File: src/rtl/pause_pkg.sv
// Shared types and helpers for the pause/fade block: dim FSM states,
// the prescaler terminal count and a saturating logical right shift.
package pause_pkg;

    typedef enum logic [1:0] {
        IDLE,
        COUNT,
        FADE
    } dim_state_t;

    // Terminal value of the millisecond prescaler for a clock of clkspd MHz.
    function automatic int unsigned ms_term(input int unsigned clkspd);
        return clkspd * 1000 - 1;
    endfunction

    // Logical right shift of a width-bit value; shifting by width or more gives 0.
    function automatic logic [31:0] shr_sat(input logic [31:0] val,
                                            input int unsigned shift,
                                            input int unsigned width);
        if (shift >= width) begin
            return '0;
        end
        return val >> shift;
    endfunction

endpackage

File: src/rtl/pause_ms_tick.sv
// Millisecond prescaler: counts clk_sys cycles while enabled and emits a
// one-cycle tick every CLKSPD*1000 cycles; clr restarts it from zero.
module pause_ms_tick
    import pause_pkg::*;
#(
    parameter int CLKSPD = 40
) (
    input  logic clk_sys,
    input  logic reset,
    input  logic en_i,
    input  logic clr_i,
    output logic tick_o
);

    localparam int unsigned TERM = ms_term(CLKSPD);
    localparam int CW = $clog2(TERM + 1);

    logic [CW-1:0] cnt_q;

    assign tick_o = en_i && (cnt_q == CW'(TERM));

    // NOTE: sequential state is updated only with non-blocking assignments so
    // every register samples the values from before the clock edge.
    always_ff @(posedge clk_sys) begin
        if (reset || clr_i) begin
            cnt_q <= '0;
        end else if (en_i) begin
            cnt_q <= tick_o ? '0 : cnt_q + 1'b1;
        end
    end

endmodule

File: src/rtl/pause_fader.sv
// Merges pause sources into the registered pause_cpu strobe and, after an idle
// delay while user-paused, fades the RGB video in stepped right shifts.
module pause_fader
    import pause_pkg::*;
#(
    parameter int RW         = 3,
    parameter int GW         = 3,
    parameter int BW         = 3,
    parameter int CLKSPD     = 40,
    parameter int NREQ       = 1,
    parameter int DIM_MS     = 10000,
    parameter int FADE_MS    = 250,
    parameter int FADE_STEPS = 3
) (
    input  logic                              clk_sys,
    input  logic                              reset,
    input  logic                              user_button,
    input  logic [NREQ-1:0]                   pause_request,
    input  logic                              OSD_STATUS,
    input  logic [1:0]                        options,
    input  logic [RW-1:0]                     r,
    input  logic [GW-1:0]                     g,
    input  logic [BW-1:0]                     b,
    output logic                              pause_cpu,
    output logic [$clog2(FADE_STEPS+1)-1:0]   dim_level,
    output logic [RW+GW+BW-1:0]               rgb_out
);

    localparam int DW     = $clog2(FADE_STEPS + 1);
    localparam int MS_MAX = (DIM_MS > FADE_MS) ? DIM_MS : FADE_MS;
    localparam int MW     = $clog2(MS_MAX + 1);

    logic                btn_q;
    logic                pause_toggle_q;
    logic                pause_cpu_q;
    dim_state_t          state_q, state_d;
    logic [DW-1:0]       dim_q, dim_d;
    logic [MW-1:0]       ms_q, ms_d;
    logic [RW+GW+BW-1:0] rgb_q;

    logic          pause_src_user;
    logic          go_idle;
    logic          ms_tick;
    logic [RW-1:0] r_sh;
    logic [GW-1:0] g_sh;
    logic [BW-1:0] b_sh;

    assign pause_src_user = pause_toggle_q | (options[0] & OSD_STATUS);
    assign go_idle        = ~pause_src_user | ~options[1];

    pause_ms_tick #(
        .CLKSPD(CLKSPD)
    ) u_ms_tick (
        .clk_sys(clk_sys),
        .reset  (reset),
        .en_i   (state_q != IDLE),
        .clr_i  (state_q == IDLE),
        .tick_o (ms_tick)
    );

    // NOTE: every variable driven here gets a default first, so no path can
    // leave it unassigned and infer a latch.
    always_comb begin
        state_d = state_q;
        dim_d   = dim_q;
        ms_d    = ms_q;
        unique case (state_q)
            IDLE: begin
                dim_d = '0;
                ms_d  = '0;
                if (!go_idle) state_d = COUNT;
            end
            COUNT: begin
                if (ms_tick) begin
                    if (ms_q == MW'(DIM_MS - 1)) begin
                        state_d = FADE;
                        dim_d   = DW'(1);
                        ms_d    = '0;
                    end else begin
                        ms_d = ms_q + 1'b1;
                    end
                end
            end
            FADE: begin
                if (ms_tick) begin
                    if (ms_q == MW'(FADE_MS - 1)) begin
                        ms_d = '0;
                        if (dim_q != DW'(FADE_STEPS)) dim_d = dim_q + 1'b1;
                    end else begin
                        ms_d = ms_q + 1'b1;
                    end
                end
            end
            default: state_d = IDLE;
        endcase
        // Losing the user pause or the dim enable beats any pending fade step.
        if (go_idle) begin
            state_d = IDLE;
            dim_d   = '0;
            ms_d    = '0;
        end
    end

    always_comb begin
        r_sh = RW'(shr_sat(32'(r), 32'(dim_q), RW));
        g_sh = GW'(shr_sat(32'(g), 32'(dim_q), GW));
        b_sh = BW'(shr_sat(32'(b), 32'(dim_q), BW));
    end

    always_ff @(posedge clk_sys) begin
        // Loaded even in reset so a button held through reset never toggles.
        btn_q <= user_button;
        if (reset) begin
            pause_toggle_q <= 1'b0;
            pause_cpu_q    <= 1'b0;
            state_q        <= IDLE;
            dim_q          <= '0;
            ms_q           <= '0;
            rgb_q          <= '0;
        end else begin
            if (user_button && !btn_q) pause_toggle_q <= ~pause_toggle_q;
            pause_cpu_q <= pause_src_user | (|pause_request);
            state_q     <= state_d;
            dim_q       <= dim_d;
            ms_q        <= ms_d;
            rgb_q       <= {r_sh, g_sh, b_sh};
        end
    end

    assign pause_cpu = pause_cpu_q;
    assign dim_level = dim_q;
    assign rgb_out   = rgb_q;

endmodule

File: config.mk
export PLATFORM = sky130hd
export DESIGN_NAME = pause_fader
export DESIGN_NICKNAME = d
export VERILOG_FILES = /design/src/rtl/pause_pkg.sv /design/src/rtl/pause_ms_tick.sv /design/src/rtl/pause_fader.sv
export SDC_FILE = /design/constraint.sdc
export NUM_CORES = 1
export LEC_CHECK = 0
export BUFFER_PORTS_ARGS = -buffer_cell sky130_fd_sc_hd__buf_2
export CORE_ASPECT_RATIO = 0.7
export CORE_UTILIZATION = 54
export CTS_CLUSTER_SIZE = 16
export DETAILED_ROUTE_END_ITERATION = 10
export GPL_TIMING_DRIVEN = 1
export PLACE_DENSITY = 0.84
export SETUP_SLACK_MARGIN = 0.1
export SYNTH_ARGS = -nofsm -noshare
export SYNTH_HDL_FRONTEND = slang
export SYNTH_SLANG_ARGS = --single-unit
File: constraint.sdc
create_clock -name clk_sys -period 4.3 [get_ports clk_sys]
set_input_delay 0 -clock clk_sys [delete_from_list [all_inputs] [get_ports clk_sys]]
set_output_delay 0 -clock clk_sys [all_outputs]
set_load 0.005 [all_outputs]
==> out/qor.csv, run 1 <==
stage;metric;value;unit
run;maxCapViolCount;0;
drt;remaining_drc_errors;0;
status;status;finished clean;
drt;drtIter0Drc;180;
timing;hold_violations;0;
grt;grt_pass1_vias;1832;
setup_path;cp-startpoint;state_q[1];
power_and_ir_drop;comb_power_share;6.8;%
cts;cts_setup_buffers;0;
place;dp.cells;334;
die;ios;28;
synthesis;synth_edf_count;0;
drt;firstDrtPassIters;5;
setup_path;worstSetupPathType;flip-flop to flip-flop;
synthesis;yosysUniqueCellTypes;50;
timing;maxSlewHeadroom;57.9;%
grt;antenna_found_initial;0;
power_and_ir_drop;ir_drop;246;uV
synthesis;synth_area_leader_cell;dfxtp_1;
min_path;hold_class;primary input to flip-flop;
finish;layout-drive-gt1-share;14.1;%
synthesis;postSynthAreaPerCell;8.80;um^2
cts;clk_pin_slew_worst_paths;0.09;ns
timing;finalSetupViolCount;0;
timing;tightest_slew;0.626;ns
die;fp-row-count;19;
timing;fin_tns_setup;0;ns
cts;cts_tree;done;
power_and_ir_drop;pwr-share-clk;35.0;%
setup_path;worst-r2r-cell-count;7;
place;gp_congestion;0.840;
drt;antenna_left;0;
synthesis;ys_warn_count;0;
timing;grt_setup_unrepaired;no;
finish;finalNetCount;321;
die;die_area;0.00455;mm^2
power_and_ir_drop;p_leak;0.993;nW
timing;fin_crit;2.20;ns
power_and_ir_drop;p_seq_share;58.2;%
synthesis;ys_top_cells_by_area;dfxtp_1 40%, nor2_1 5.0%, ha_1 4.3%;
synthesis;synth_cells;263;
drt;wirelength;5150;um
drt;vias;2056;
timing;period_share;51.2;%
grt;grt_pass1_wl;8630;um
drt;vias_per_cell;5.87;
timing;slew_viol_final;0;
setup_path;path_max_fanout;12;
drt;avgRoutedWirePerCell;14.7;um
power_and_ir_drop;internal_power;0.572;mW
synthesis;synth-seq-cells;46;
cts;clock-sinks;46;
finish;area_delta_synth_final;14.2;%
place;place_hpwl;3430;um
setup_path;cp.required;4.48;ns
die;initial_utilization;57.6;%
setup_path;r2r_end;ms_q[12];
finish;mostFrequentLayoutCell;dfxtp_1;
power_and_ir_drop;power_switching;0.177;mW
place;portBuffers;27;
die;die-height;56.8;um
grt;grt_usage;24.9;%
cts;cts_root_buf;clkbuf_8;
finish;postLayoutCoreUtil;65.7;%
synthesis;ys_seq_area_share;39.8;%
power_and_ir_drop;p_per_area;284;mW/mm^2
cts;cts_buffers;5;
die;core_area;0.00402;mm^2
cts;cts_max_level;2;
finish;insertedDiodeCount;0;
grt;grt_max_degree;16;
cts;clk_latency;0.30;ns
cts;clockBufferDepth;2;
synthesis;syn_area;0.00231;mm^2
finish;fin_cells;350;
synthesis;async_flop_share;0;%
synthesis;synth_fp_nets;287;
timing;fin_skew;0.0110;ns
power_and_ir_drop;swShare;23.7;%
grt;grt_overflow;0;
setup_path;endpoint;ms_q[12];
timing;fmax;455;MHz
setup_path;ff2ff_setup_slack;2.10;ns
setup_path;endpoint_kind;flip-flop;
setup_path;reg2reg_from;state_q[1];
setup_path;start_kind;flip-flop;
die;die_x;80.2;um
setup_path;arrival;2.38;ns
finish;final_cell_mix;46 x dfxtp_1, 31 x nor2_1, 27 x buf_2;
synthesis;yosys.area.top_type_share;39.8;%
cts;ctsHoldBuffers;8;
cts;postCtsResizedCells;0;
synthesis;ys.flop_type;dfxtp_1;
==> metrics by stage <==
| step | setup slack, ns | area, um^2 | hold slack, ns | total power, mW |
|---|---|---|---|---|
| 6_report | 2.10 | 2640 | 0.0140 | 0.749 |
| 5_1_grt | 1.92 | 2640 | 0.0199 | 0.779 |
| 4_1_cts | 2.13 | 2640 | 0.0101 | 0.752 |
| 3_5_place_dp | 2.17 | 2470 | 0.116 | 0.490 |
| 3_3_place_gp | 2.22 | 2470 | 0.115 | 0.489 |
| 2_1_floorplan | 2.39 | 2310 | 0.0277 | 0.472 |
==> Yosys cell counts, types with 2 or more instances <==
cell      instances
and3_1            7
mux2i_1           8
dfxtp_1          46
nand4_1           9
nor2_1           31
xor2_1            6
o21ai_1           8
o21ai_0           6
buf_2             4
o22ai_1           2
inv_1             9
a21o_1            3
a21oi_1           8
nand3_1          10
nor3b_1           2
xnor2_1           7
nor4b_1           2
a22o_1            8
a22oi_1           2
nand2_1          15
clkbuf_1          3
or3_1             4
nor3_1           16
ha_1              8
and2_1            5
nor2b_1           8
and4_1            3
==> sequential cells by signal, indices dropped and copies added, names as in the netlist <==
register / flops
state_q: 2
pause_toggle_q: 1
pause_cpu: 1
u_ms_tick.cnt_q: 16
btn_q: 1
dim_level: 2
rgb_out: 9
ms_q: 14
==> power by group through the flow <==
| stage | registers [mW] | clock network, mW | logic [mW] |
|---|---|---|---|
| 6_report | 0.436 | 0.262 | 0.0513 |
| 3_3_place_gp | 0.445 | 0 | 0.0435 |
| 4_1_cts | 0.436 | 0.266 | 0.0503 |
| 5_1_grt | 0.437 | 0.287 | 0.0560 |
| 3_5_place_dp | 0.446 | 0 | 0.0443 |
| 2_1_floorplan | 0.446 | 0 | 0.0255 |
==> kinds of logic (layout without fill, tap and decap cells) <==
kind of cell,count (synthesis),in the layout,synth area share (%)
fa+ha+maj,8,8,4.33
mux,8,8,3.46
buf+inv,17,52,3.30
compound gates,50,50,15.4
simple gates,121,121,28.8
xor+xnor,13,13,4.92
flops,46,46,39.8
==> layer usage <==
layer	global-route usage [%]	vias to the layer above	routed length (um)
li1	-	1017	-
met1	37.6	949	2530
met2	35.4	84	2230
met3	6.50	6	361
met4	4.85	0	39
met5	0	-	0
==> layout make-up <==
cell class	instances	area, um^2
clock inverters	3	21.3
clock buffers	5	68.8
multi-input cells	200	1320
fillers	324	1380
inverters	9	33.8
repair buffers	35	215
flip-flops and latches	46	921
well taps	52	65.1
==> worst min-delay path by stage <==
stage / from / end / slack [ns] / cells after the start
2_1_floorplan: user_button / btn_q / 0.03 / 0
3_3_place_gp: user_button / btn_q / 0.11 / 1
3_5_place_dp: user_button / btn_q / 0.12 / 1
4_1_cts: reset / pause_toggle_q / 0.01 / 2
5_1_grt: reset / pause_toggle_q / 0.02 / 2
6_report: reset / pause_toggle_q / 0.01 / 2
==> critical path, cell delays in order, from the launching register on <==
cell,delay (ns)
dfxtp_1,0.41
inv_1,0.11
ha_1,0.28
nor3_1,0.39
nor3_1,0.10
a21bo_1,0.41
o21ai_0,0.15
a22o_1,0.25
Note: power is estimated with default switching activity, not from simulation.
==> run 2: changes to the inputs <==
Clock period 4.3 ns to 2.1 ns, I/O delays scaled along.
==> out/qor.csv, run 2 (synthesized netlist as in run 1, its figures left out) <==
stage;metric;value;unit;change
status;status;finished clean;;
setup_path;arrival;2.15;ns;-0.23 ns
die;fp-row-count;19;;unchanged
cts;clockBufferDepth;2;;unchanged
die;die_area;0.00455;mm^2;unchanged
finish;regArea;926;um^2;+0.54%
drt;antenna_left;0;;unchanged
cts;clk_latency;0.30;ns;about the same
min_path;hold_path_depth;2;;unchanged
min_path;hold_class;primary input to flip-flop;;
setup_path;r2r_end;ms_q[9];;
setup_path;crit_buf_inv;1;;unchanged
cts;cts_root_buf;clkbuf_8;;
place;gp_congestion;0.885;;+5.3%
run;maxCapViolCount;0;;unchanged
drt;wirelength;5600;um;+8.7%
setup_path;reg2reg_from;u_ms_tick.cnt_q[7];;
timing;period_share;93.1;%;+42 points
die;die-height;56.8;um;unchanged
timing;fin_tns_setup;0;ns;unchanged
finish;area_delta_synth_final;20.5;%;
finish;final_cell_mix;42 x dfxtp_1, 31 x nor2_1, 27 x buf_2;;
timing;whs;0.00458;ns;-0.00947 ns
grt;grt_pass1_wl;8750;um;+1.4%
finish;finalNetCount;334;;+4.0%
timing;finalSetupViolCount;0;;unchanged
drt;drtIter0Drc;175;;-2.8%
timing;slew_viol_final;0;;unchanged
die;core_area;0.00402;mm^2;unchanged
setup_path;crit_chain;or4_4 -> nor4_4 -> buf_4 -> a21bo_2 -> o22ai_1 -> a41o_1;;
die;ios;28;;unchanged
cts;cts_max_level;2;;unchanged
setup_path;worst-r2r-cell-count;6;;-1
timing;grt_setup_unrepaired;yes;;
drt;vias_per_cell;5.83;;-0.77%
finish;largest_register_ffs;16;;unchanged
min_path;hold_end;pause_cpu;;
min_path;hp-start;reset;;
cts;cts_tree;done;;
drt;avgRoutedWirePerCell;15.4;um;+4.8%
setup_path;start_kind;flip-flop;;
grt;grt_overflow;0;;unchanged
cts;clk_pin_slew_worst_paths;0.09;ns;about the same
setup_path;cp_slowest_cell;or4_4;;
timing;fin_skew;0.00951;ns;-0.00149 ns
place;place_ws;0.0247;ns;-2.15 ns
timing;fmax;512;MHz;+13%
timing;fin_crit;1.95;ns;-0.245 ns
finish;fillers;290;;-10%
cts;clock-sinks;46;;unchanged
power_and_ir_drop;p_leak;1.06;nW;+7.3%
finish;multi_input_area;0.00136;mm^2;+3.2%
drt;firstDrtPassIters;5;;unchanged
place;portBuffers;27;;unchanged
power_and_ir_drop;fin_total_pwr;1.57;mW;+110%
timing;worst_slack;0.145;ns;-1.96 ns
place;place_hpwl;3720;um;+8.5%
die;initial_utilization;57.6;%;unchanged
setup_path;path_delay_family;simple AND/OR/NAND/NOR gates;;
drt;remaining_drc_errors;0;;unchanged
finish;insertedDiodeCount;0;;unchanged
setup_path;slowest_delay;0.55;ns;+0.14 ns
finish;layout-drive-gt1-share;19.9;%;+5.8 points
finish;mostFrequentLayoutCell;dfxtp_1;;
power_and_ir_drop;ir_drop;539;uV;+120%
setup_path;ff2ff_setup_slack;0.15;ns;-1.96 ns
setup_path;path_max_fanout;6;;-6
cts;cts_buffers;5;;unchanged
setup_path;cp.required;2.30;ns;-2.18 ns
timing;tightest_slew;0.527;ns;-0.0994 ns
setup_path;worstSetupPathType;flip-flop to flip-flop;;
grt;grt_pass1_vias;1816;;-0.87%
grt;grt_max_degree;17;;+1
setup_path;cp-startpoint;u_ms_tick.cnt_q[7];;
finish;regMostFlops;u_ms_tick.cnt_q;;
drt;vias;2116;;+2.9%
setup_path;endpoint_kind;flip-flop;;
grt;grt_usage;25.4;%;+0.47 points
power_and_ir_drop;p_per_area;562;mW/mm^2;+98%
grt;antenna_found_initial;0;;unchanged
timing;hold_violations;0;;unchanged
die;die_x;80.2;um;unchanged
timing;maxSlewHeadroom;64.8;%;+6.8 points
## run 2: timing repair
action                                 CTS  global route
gates resized for setup                  1             9
setup endpoints to repair                7            14
pin swaps                                0             7
hold buffers                             8             0
endpoints found under the hold margin    8             0
setup buffers                            0             4
gates cloned                             0             2
## run 2: per-stage QoR
stage,util (%),cell area [um^2],cells
5_1_grt,69.4,2790,363
3_3_place_gp,63.1,2540,341
6_report,69.4,2790,363
2_1_floorplan,-,2310,263
3_5_place_dp,63.1,2540,341
4_1_cts,67.5,2710,357
## run 2: worst register-to-register path, delay by kind of cell, from the launching register on
family          cells  cell delay, ns
flops               1            0.33
simple gates        2            0.82
buf+inv             1            0.19
compound gates      3            0.52
## run 2: worst max-delay path by stage
stage	endpoint	slack [ns]	cells past startpoint
after floorplan	ms_q[8]	0.19	9
after global placement	ms_q[12]	0.14	6
after detailed placement	ms_q[12]	0.02	6
after CTS	ms_q[12]	0.10	6
after global routing	ms_q[12]	0.08	7
final	ms_q[9]	0.15	6
## run 2: report_power, final
part,switching [mW],internal (mW),total [mW]
sequential,0.00618,0.887,0.893
combinational,0.0599,0.0538,0.114
clock,0.320,0.241,0.560
total,0.386,1.18,1.57
## run 2: area by class of cell
type,count,area share (%)
multi-input combinational,202,48.7
sequential,46,33.2
timing repair buffer,46,11.1
clock buffer,5,2.47
tap,52,2.33
inverter,9,1.21
clock inverter,3,0.898
## run 2: metal layers
layer	up-vias	track usage [%]	share of wire (%)
li1	1048	-	-
met1	973	36.8	47
met2	91	36.0	44
met5	-	0	0
met4	0	7.91	0.68
met3	4	7.15	8.3
